$ cat config.mk
export PLATFORM = sky130hd
export DESIGN_NAME = fetch_unit_flat
export DESIGN_NICKNAME = d
export VERILOG_FILES = /design/src/rtl/core_pkg.sv /design/src/rtl/fetch_unit_if.sv /design/src/rtl/fetch_unit.sv /design/src/flat_wrapper.sv
export SDC_FILE = /design/constraint.sdc
export NUM_CORES = 1
export LEC_CHECK = 0
export ABC_AREA = 1
export ABC_CLOCK_PERIOD_IN_PS = 6300
export CORE_ASPECT_RATIO = 0.6
export CORE_MARGIN = 2
export CORE_UTILIZATION = 48
export DETAILED_ROUTE_END_ITERATION = 16
export GPL_ROUTABILITY_DRIVEN = 0
export PLACE_DENSITY = 0.87
export SLEW_MARGIN = 20
export SYNTH_ARGS = -nofsm -noshare
export SYNTH_HDL_FRONTEND = slang
export SYNTH_SLANG_ARGS = --single-unit
$ cat constraint.sdc
create_clock -name clk -period 6.3 [get_ports clk]
set_clock_uncertainty 0.1 [all_clocks]
set_input_delay 0.945 -clock clk [delete_from_list [all_inputs] [get_ports clk]]
set_output_delay 0.945 -clock clk [all_outputs]
set_load 0.02 [all_outputs]
$ cat src/rtl/core_pkg.sv
// rtl/core_pkg.sv - shared core types, constants and fetch helpers
package core_pkg;

    localparam int XLEN = 32;
    localparam logic [XLEN-1:0] NOP_INSTR = 32'h0000_0013;
    localparam logic [1:0] ALIGN_OK = 2'b00;

    typedef enum logic {
        RUN  = 1'b0,
        HALT = 1'b1
    } fetch_state_e;

    // A target is fetchable when word aligned and inside the instruction memory.
    function automatic logic fetch_ok(input logic [XLEN-1:0] addr, input logic [XLEN-1:0] limit);
        return (addr[1:0] == ALIGN_OK) && (addr < limit);
    endfunction

endpackage

$ cat src/rtl/fetch_unit_if.sv
// rtl/fetch_unit_if.sv - memory, control and decode-side signals of the fetch stage
interface fetch_unit_if;
    import core_pkg::*;

    logic [XLEN-1:0] imem_addr_o;
    logic [XLEN-1:0] imem_rdata_i;
    logic            stall_i;
    logic            redirect_i;
    logic [XLEN-1:0] redirect_pc_i;
    logic [XLEN-1:0] instr_o;
    logic [XLEN-1:0] instr_pc_o;
    logic            instr_valid_o;
    logic            fault_o;
    logic [XLEN-1:0] fault_pc_o;

    // Fetch unit side.
    modport slave (
        output imem_addr_o,
        input  imem_rdata_i,
        input  stall_i,
        input  redirect_i,
        input  redirect_pc_i,
        output instr_o,
        output instr_pc_o,
        output instr_valid_o,
        output fault_o,
        output fault_pc_o
    );

    // Surrounding pipeline / memory side.
    modport master (
        input  imem_addr_o,
        output imem_rdata_i,
        output stall_i,
        output redirect_i,
        output redirect_pc_i,
        input  instr_o,
        input  instr_pc_o,
        input  instr_valid_o,
        input  fault_o,
        input  fault_pc_o
    );

endinterface

$ cat src/rtl/fetch_unit.sv
// rtl/fetch_unit.sv - program counter and fetch sequencing ahead of instruction memory
module fetch_unit
    import core_pkg::*;
#(
    parameter logic [XLEN-1:0] RESET_PC   = 32'h0000_0000,
    parameter int              IMEM_WORDS = 256
) (
    input  logic         clk,
    input  logic         rst,
    fetch_unit_if.slave  bus
);

    localparam logic [XLEN-1:0] IMEM_LIMIT = XLEN'(IMEM_WORDS * 4);

    logic [XLEN-1:0] pc_q;
    logic [XLEN-1:0] rsp_pc_q;
    logic            rsp_valid_q;
    fetch_state_e    state_q;
    logic [XLEN-1:0] fault_pc_q;

    logic            target_ok;

    assign target_ok = fetch_ok(bus.redirect_pc_i, IMEM_LIMIT);

    // Re-present last cycle's address while held (stall without redirect, or halted)
    // so the registered memory output repeats the same word.
    always_comb begin
        bus.imem_addr_o = pc_q;
        if ((bus.stall_i && !bus.redirect_i) || (state_q == HALT)) begin
            bus.imem_addr_o = rsp_pc_q;
        end
    end

    assign bus.instr_o       = bus.imem_rdata_i;
    assign bus.instr_pc_o    = rsp_pc_q;
    assign bus.instr_valid_o = rsp_valid_q && (state_q == RUN);
    assign bus.fault_o       = (state_q == HALT);
    assign bus.fault_pc_o    = fault_pc_q;

    // Fetch sequencer: redirect beats stall, stall beats sequential advance; HALT is terminal.
    always_ff @(posedge clk or posedge rst) begin
        if (rst) begin
            pc_q        <= RESET_PC;
            rsp_pc_q    <= RESET_PC;
            rsp_valid_q <= 1'b0;
            state_q     <= RUN;
            fault_pc_q  <= '0;
        end else if (state_q == RUN) begin
            if (bus.redirect_i && !target_ok) begin
                state_q     <= HALT;
                fault_pc_q  <= bus.redirect_pc_i;
                rsp_valid_q <= 1'b0;
            end else if (bus.redirect_i) begin
                // The word returning next cycle belongs to the old path: squash it.
                pc_q        <= bus.redirect_pc_i;
                rsp_valid_q <= 1'b0;
            end else if (bus.stall_i) begin
                pc_q        <= pc_q;
            end else if (pc_q >= IMEM_LIMIT) begin
                state_q     <= HALT;
                fault_pc_q  <= pc_q;
                rsp_valid_q <= 1'b0;
            end else begin
                rsp_pc_q    <= pc_q;
                rsp_valid_q <= 1'b1;
                pc_q        <= pc_q + XLEN'(4);
            end
        end
    end

endmodule
$ cat src/flat_wrapper.sv
// flat-port wrapper written by rule: the top's interface ports become plain ports
module fetch_unit_flat import core_pkg::*;
#(
    parameter logic [XLEN-1:0] RESET_PC   = 32'h0000_0000,
    parameter int              IMEM_WORDS = 256
)
  (clk, rst, bus_imem_addr_o, bus_imem_rdata_i, bus_stall_i, bus_redirect_i, bus_redirect_pc_i, bus_instr_o, bus_instr_pc_o, bus_instr_valid_o, bus_fault_o, bus_fault_pc_o);
  fetch_unit_if bus_i ();
  input  logic clk;
  input  logic rst;
  output wire logic [$bits(bus_i.imem_addr_o)-1:0] bus_imem_addr_o;
  input wire logic [$bits(bus_i.imem_rdata_i)-1:0] bus_imem_rdata_i;
  input wire logic [$bits(bus_i.stall_i)-1:0] bus_stall_i;
  input wire logic [$bits(bus_i.redirect_i)-1:0] bus_redirect_i;
  input wire logic [$bits(bus_i.redirect_pc_i)-1:0] bus_redirect_pc_i;
  output wire logic [$bits(bus_i.instr_o)-1:0] bus_instr_o;
  output wire logic [$bits(bus_i.instr_pc_o)-1:0] bus_instr_pc_o;
  output wire logic [$bits(bus_i.instr_valid_o)-1:0] bus_instr_valid_o;
  output wire logic [$bits(bus_i.fault_o)-1:0] bus_fault_o;
  output wire logic [$bits(bus_i.fault_pc_o)-1:0] bus_fault_pc_o;
  assign bus_imem_addr_o = bus_i.imem_addr_o;
  assign bus_i.imem_rdata_i = bus_imem_rdata_i;
  assign bus_i.stall_i = bus_stall_i;
  assign bus_i.redirect_i = bus_redirect_i;
  assign bus_i.redirect_pc_i = bus_redirect_pc_i;
  assign bus_instr_o = bus_i.instr_o;
  assign bus_instr_pc_o = bus_i.instr_pc_o;
  assign bus_instr_valid_o = bus_i.instr_valid_o;
  assign bus_fault_o = bus_i.fault_o;
  assign bus_fault_pc_o = bus_i.fault_pc_o;
  fetch_unit #(.RESET_PC(RESET_PC), .IMEM_WORDS(IMEM_WORDS)) u_core (.clk(clk), .rst(rst), .bus(bus_i));
endmodule
==> summary.md <==
| Metric | Value |
|---|---|
| Status | `complete, no violations` |
| # hold bufs at CTS | `0` |
| Number of synthesized register bits | `98` |
| Vias in the first global route | `4247` |
| Input/output buffers | `133` |
| DIE AREA | `11400 um2` |
| Longest Clk Path Bufs | `2` |
| RSZ-0062 raised after global routing | `no` |
| Die width | `137 um` |
| Worst vdd ir | `0.000164 V` |
| Yosys warning count | `0` |
| CP Cell Sequence | `clkdlybuf4s50_1, buf_4, inv_2, nand2_1, inv_2, nor2_4, inv_2, o21ai_0, clkdlybuf4s50_1` |
| Post-route insts no fill | `898` |
| Final Hold Slack | `0.379 ns` |
| Dpl hpwl | `10100 um` |
| Largest net degree at the start of global routing | `79` |
| WS Path Type | `input pin to output pin` |
| CTS clock-pin slew for the worst setup and hold paths | `0.07 ns` |
| Synth cell types | `29` |
| Hold Crit Class | `register to register` |
| Worst-path maximum fanout | `44` |
| Post-synthesis cell count | `672` |
| WL/cell | `15.8 um` |
| FF-to-FF Start | `u_core.bus.fault_o` |
| Initial antenna violation count | `0` |
| Final ANT Viol Nets | `0` |
| Crit share post-route | `0.813` |
| Worst r2r dst | `u_core.bus.fault_pc_o[12]` |
| Worst-Skew Late Latency | `0.34 ns` |
| Worst reg-to-reg path cell count | `5` |
| Syn_area_per_cell | `7.53 um2` |
| DRT iter0 DRCs | `359` |
| Initial Util | `0.503` |
| Crit-path most repeated cell | `inv_2` |
| Die Height | `83.6 um` |
| Total power | `1360 uW` |
| Congestion Overflow GR | `0` |
| Critical Path RT | `5.25 ns` |
| Crit start category | `input pin` |
| IO Pins | `198` |
| Post-CTS sizing | `0` |
| CTS tree | `yes` |
| # H-tree levels | `3` |
| Area of the mapped netlist | `5060 um2` |
| DR vias/cell | `5.19` |
| Number of CTS-inserted buffers | `9` |
| Slew @ Worst Pin | `0.841 ns` |
| Total Neg Setup Slack | `0 ns` |
| Min cycle time layout | `5.12 ns` |
| CTS sink cnt | `98` |
| Final #Nets | `829` |
| Critical path data arrival time | `4.08 ns` |
| Setup violations, final | `0` |
| Max cap viols | `0` |
| FP Rows | `28` |
| Leakage power | `0.00327 uW` |
| Total Routing Usage GR | `0.249` |
| Cell with the largest stage delay on the worst path | `clkdlybuf4s50_1` |
| Share of the yosys chip area belonging to registers | `0.484` |
| Inst Count DP | `882` |
| Root buf cell | `clkbuf_16` |
| Pwr/cell area | `209 nW/um2` |
| WL final | `14200 um` |
| Design Area, Final | `6500 um2` |
| Slew Limit Fails | `0` |
| Vias | `4660` |
| # diodes | `0` |
| Hold EP | `u_core.bus.fault_pc_o[25]` |
| Placed inst area | `6170 um2` |
| Layout cell share with drive strength beyond 1 | `0.0564` |
| Relative slew slack | `0.438` |
| Hold Path Origin | `u_core.bus.fault_pc_o[25]` |
| DR DRC count | `0` |
| Core Region | `10100 um2` |
| Post-Syn Nets | `742` |
| Slack of the worst reg-to-reg path | `3.63 ns` |
| Fin. Hold Viols | `0` |
| Global-route wire length before repair | `21900 um` |
| Crit end category | `output pin` |
| Postcts setup bufs | `0` |
| Max Freq | `195 MHz` |
| First drt pass iteration count | `5` |
| Worst Hold Depth | `2` |
| Area growth syn-to-layout | `28.3%` |
| Critical Path Max Stage Delay | `0.64 ns` |
-- cells by family (layout without fill, tap and decap cells) --
kind of cell / Yosys count / in the layout / share of synthesized area
DFF: 98 / 98 / 0.484
buffers and inverters: 126 / 217 / 0.131
adders and majority gates: 2 / 2 / 0.00494
and+or+nand+nor: 385 / 385 / 0.313
xor gates and xnor gates: 1 / 1 / 0.00173
AOI/OAI and AO/OA: 60 / 60 / 0.0653
-- per-stage QoR --
step / setup slack (ns) / utilization
2_1_floorplan: 2.69 / -
3_3_place_gp: 1.31 / 0.614
3_5_place_dp: 1.18 / 0.614
4_1_cts: 1.17 / 0.643
5_1_grt: 0.907 / 0.646
6_report: 1.18 / 0.646
-- power breakdown --
part | total [uW] | internal (uW) | switching, uW
combinational | 147 | 68.0 | 78.7
clock | 553 | 317 | 236
sequential | 659 | 647 | 11.2
-- critical path, delay by kind of cell --
kind / cells / cell delay [ns]
AND/OR/NAND/NOR: 2 / 0.75
buffers and inverters: 6 / 2.08
AO/OA/AOI/OAI: 1 / 0.28
-- cell type report --
cell class | count | area, um2
Tap cell | 135 | 169
Sequential cell | 98 | 2450
Timing Repair Buffer | 138 | 1390
Clock buffer | 11 | 243
Multi-Input combinational cell | 448 | 1950
Fill cell | 816 | 3560
Clock inverter | 4 | 51.3
Inverter | 64 | 245
-- Yosys cell counts --
library cell,instances,area [um2]
a21boi_0,1,7.51
a21oi_1,15,75.1
a31oi_1,2,12.5
buf_2,15,75.1
buf_4,33,248
buf_6,6,67.6
clkbuf_1,8,30.0
dfrtp_1,98,2450
ha_1,2,25.0
inv_1,60,225
inv_2,3,11.3
inv_4,1,6.26
nand2_1,294,1100
nand2_2,2,12.5
nand2_4,1,11.3
nand3_1,26,130
nand3_2,1,10.0
nand3_4,2,35.0
nand3b_1,1,7.51
nand4_1,5,31.3
nor2_1,45,169
nor2_2,4,25.0
nor2_4,2,22.5
nor2_8,1,20.0
nor3_1,1,5.00
o21ai_0,35,175
o21ai_2,6,52.6
o21bai_1,1,7.51
xnor2_1,1,8.76
-- cells in the final DEF (no fill, tap or decap), types with 2 or more instances in the layout --
cell and n:
nand2_1 294, clkdlybuf4s50_1 133, dfrtp_1 98, inv_1 59, nor2_1 45, o21ai_0 35, nand3_1 26, a21oi_1 15
clkbuf_16 9, o21ai_2 6, nand4_1 5, nor2_2 4, buf_4 4, inv_2 3, nor2_4 2, nand3_4 2
nand2_2 2, inv_4 2, a31oi_1 2, ha_1 2
-- sequential cells by signal (all words and copies together) (netlist names) --
name	flops
u_core.bus.fault_pc_o	32
u_core.bus.fault_o	1
u_core.rsp_valid_q	1
u_core.bus.instr_pc_o	32
u_core.pc_q	32
-- routing by layer --
metal,up-vias,routed length (um),global-route usage
met5,-,0,0
met4,0,119,0.0597
met3,10,1450,0.0729
met2,259,5670,0.334
met1,2195,6920,0.390
li1,2196,-,-
-- worst max path at each step --
stage	from	end	slack [ns]	depth (start not counted)
after floorplan	rst	u_core.bus.fault_o	2.69	1
after global routing	bus_redirect_i	bus_imem_addr_o[9]	0.91	9
final	bus_redirect_i	bus_imem_addr_o[9]	1.18	9
after detailed placement	bus_redirect_i	bus_imem_addr_o[5]	1.18	9
after CTS	bus_redirect_i	bus_imem_addr_o[5]	1.17	9
after global placement	bus_redirect_i	bus_imem_addr_o[7]	1.31	9
No activity file was read; power rests on OpenSTA's default activity.
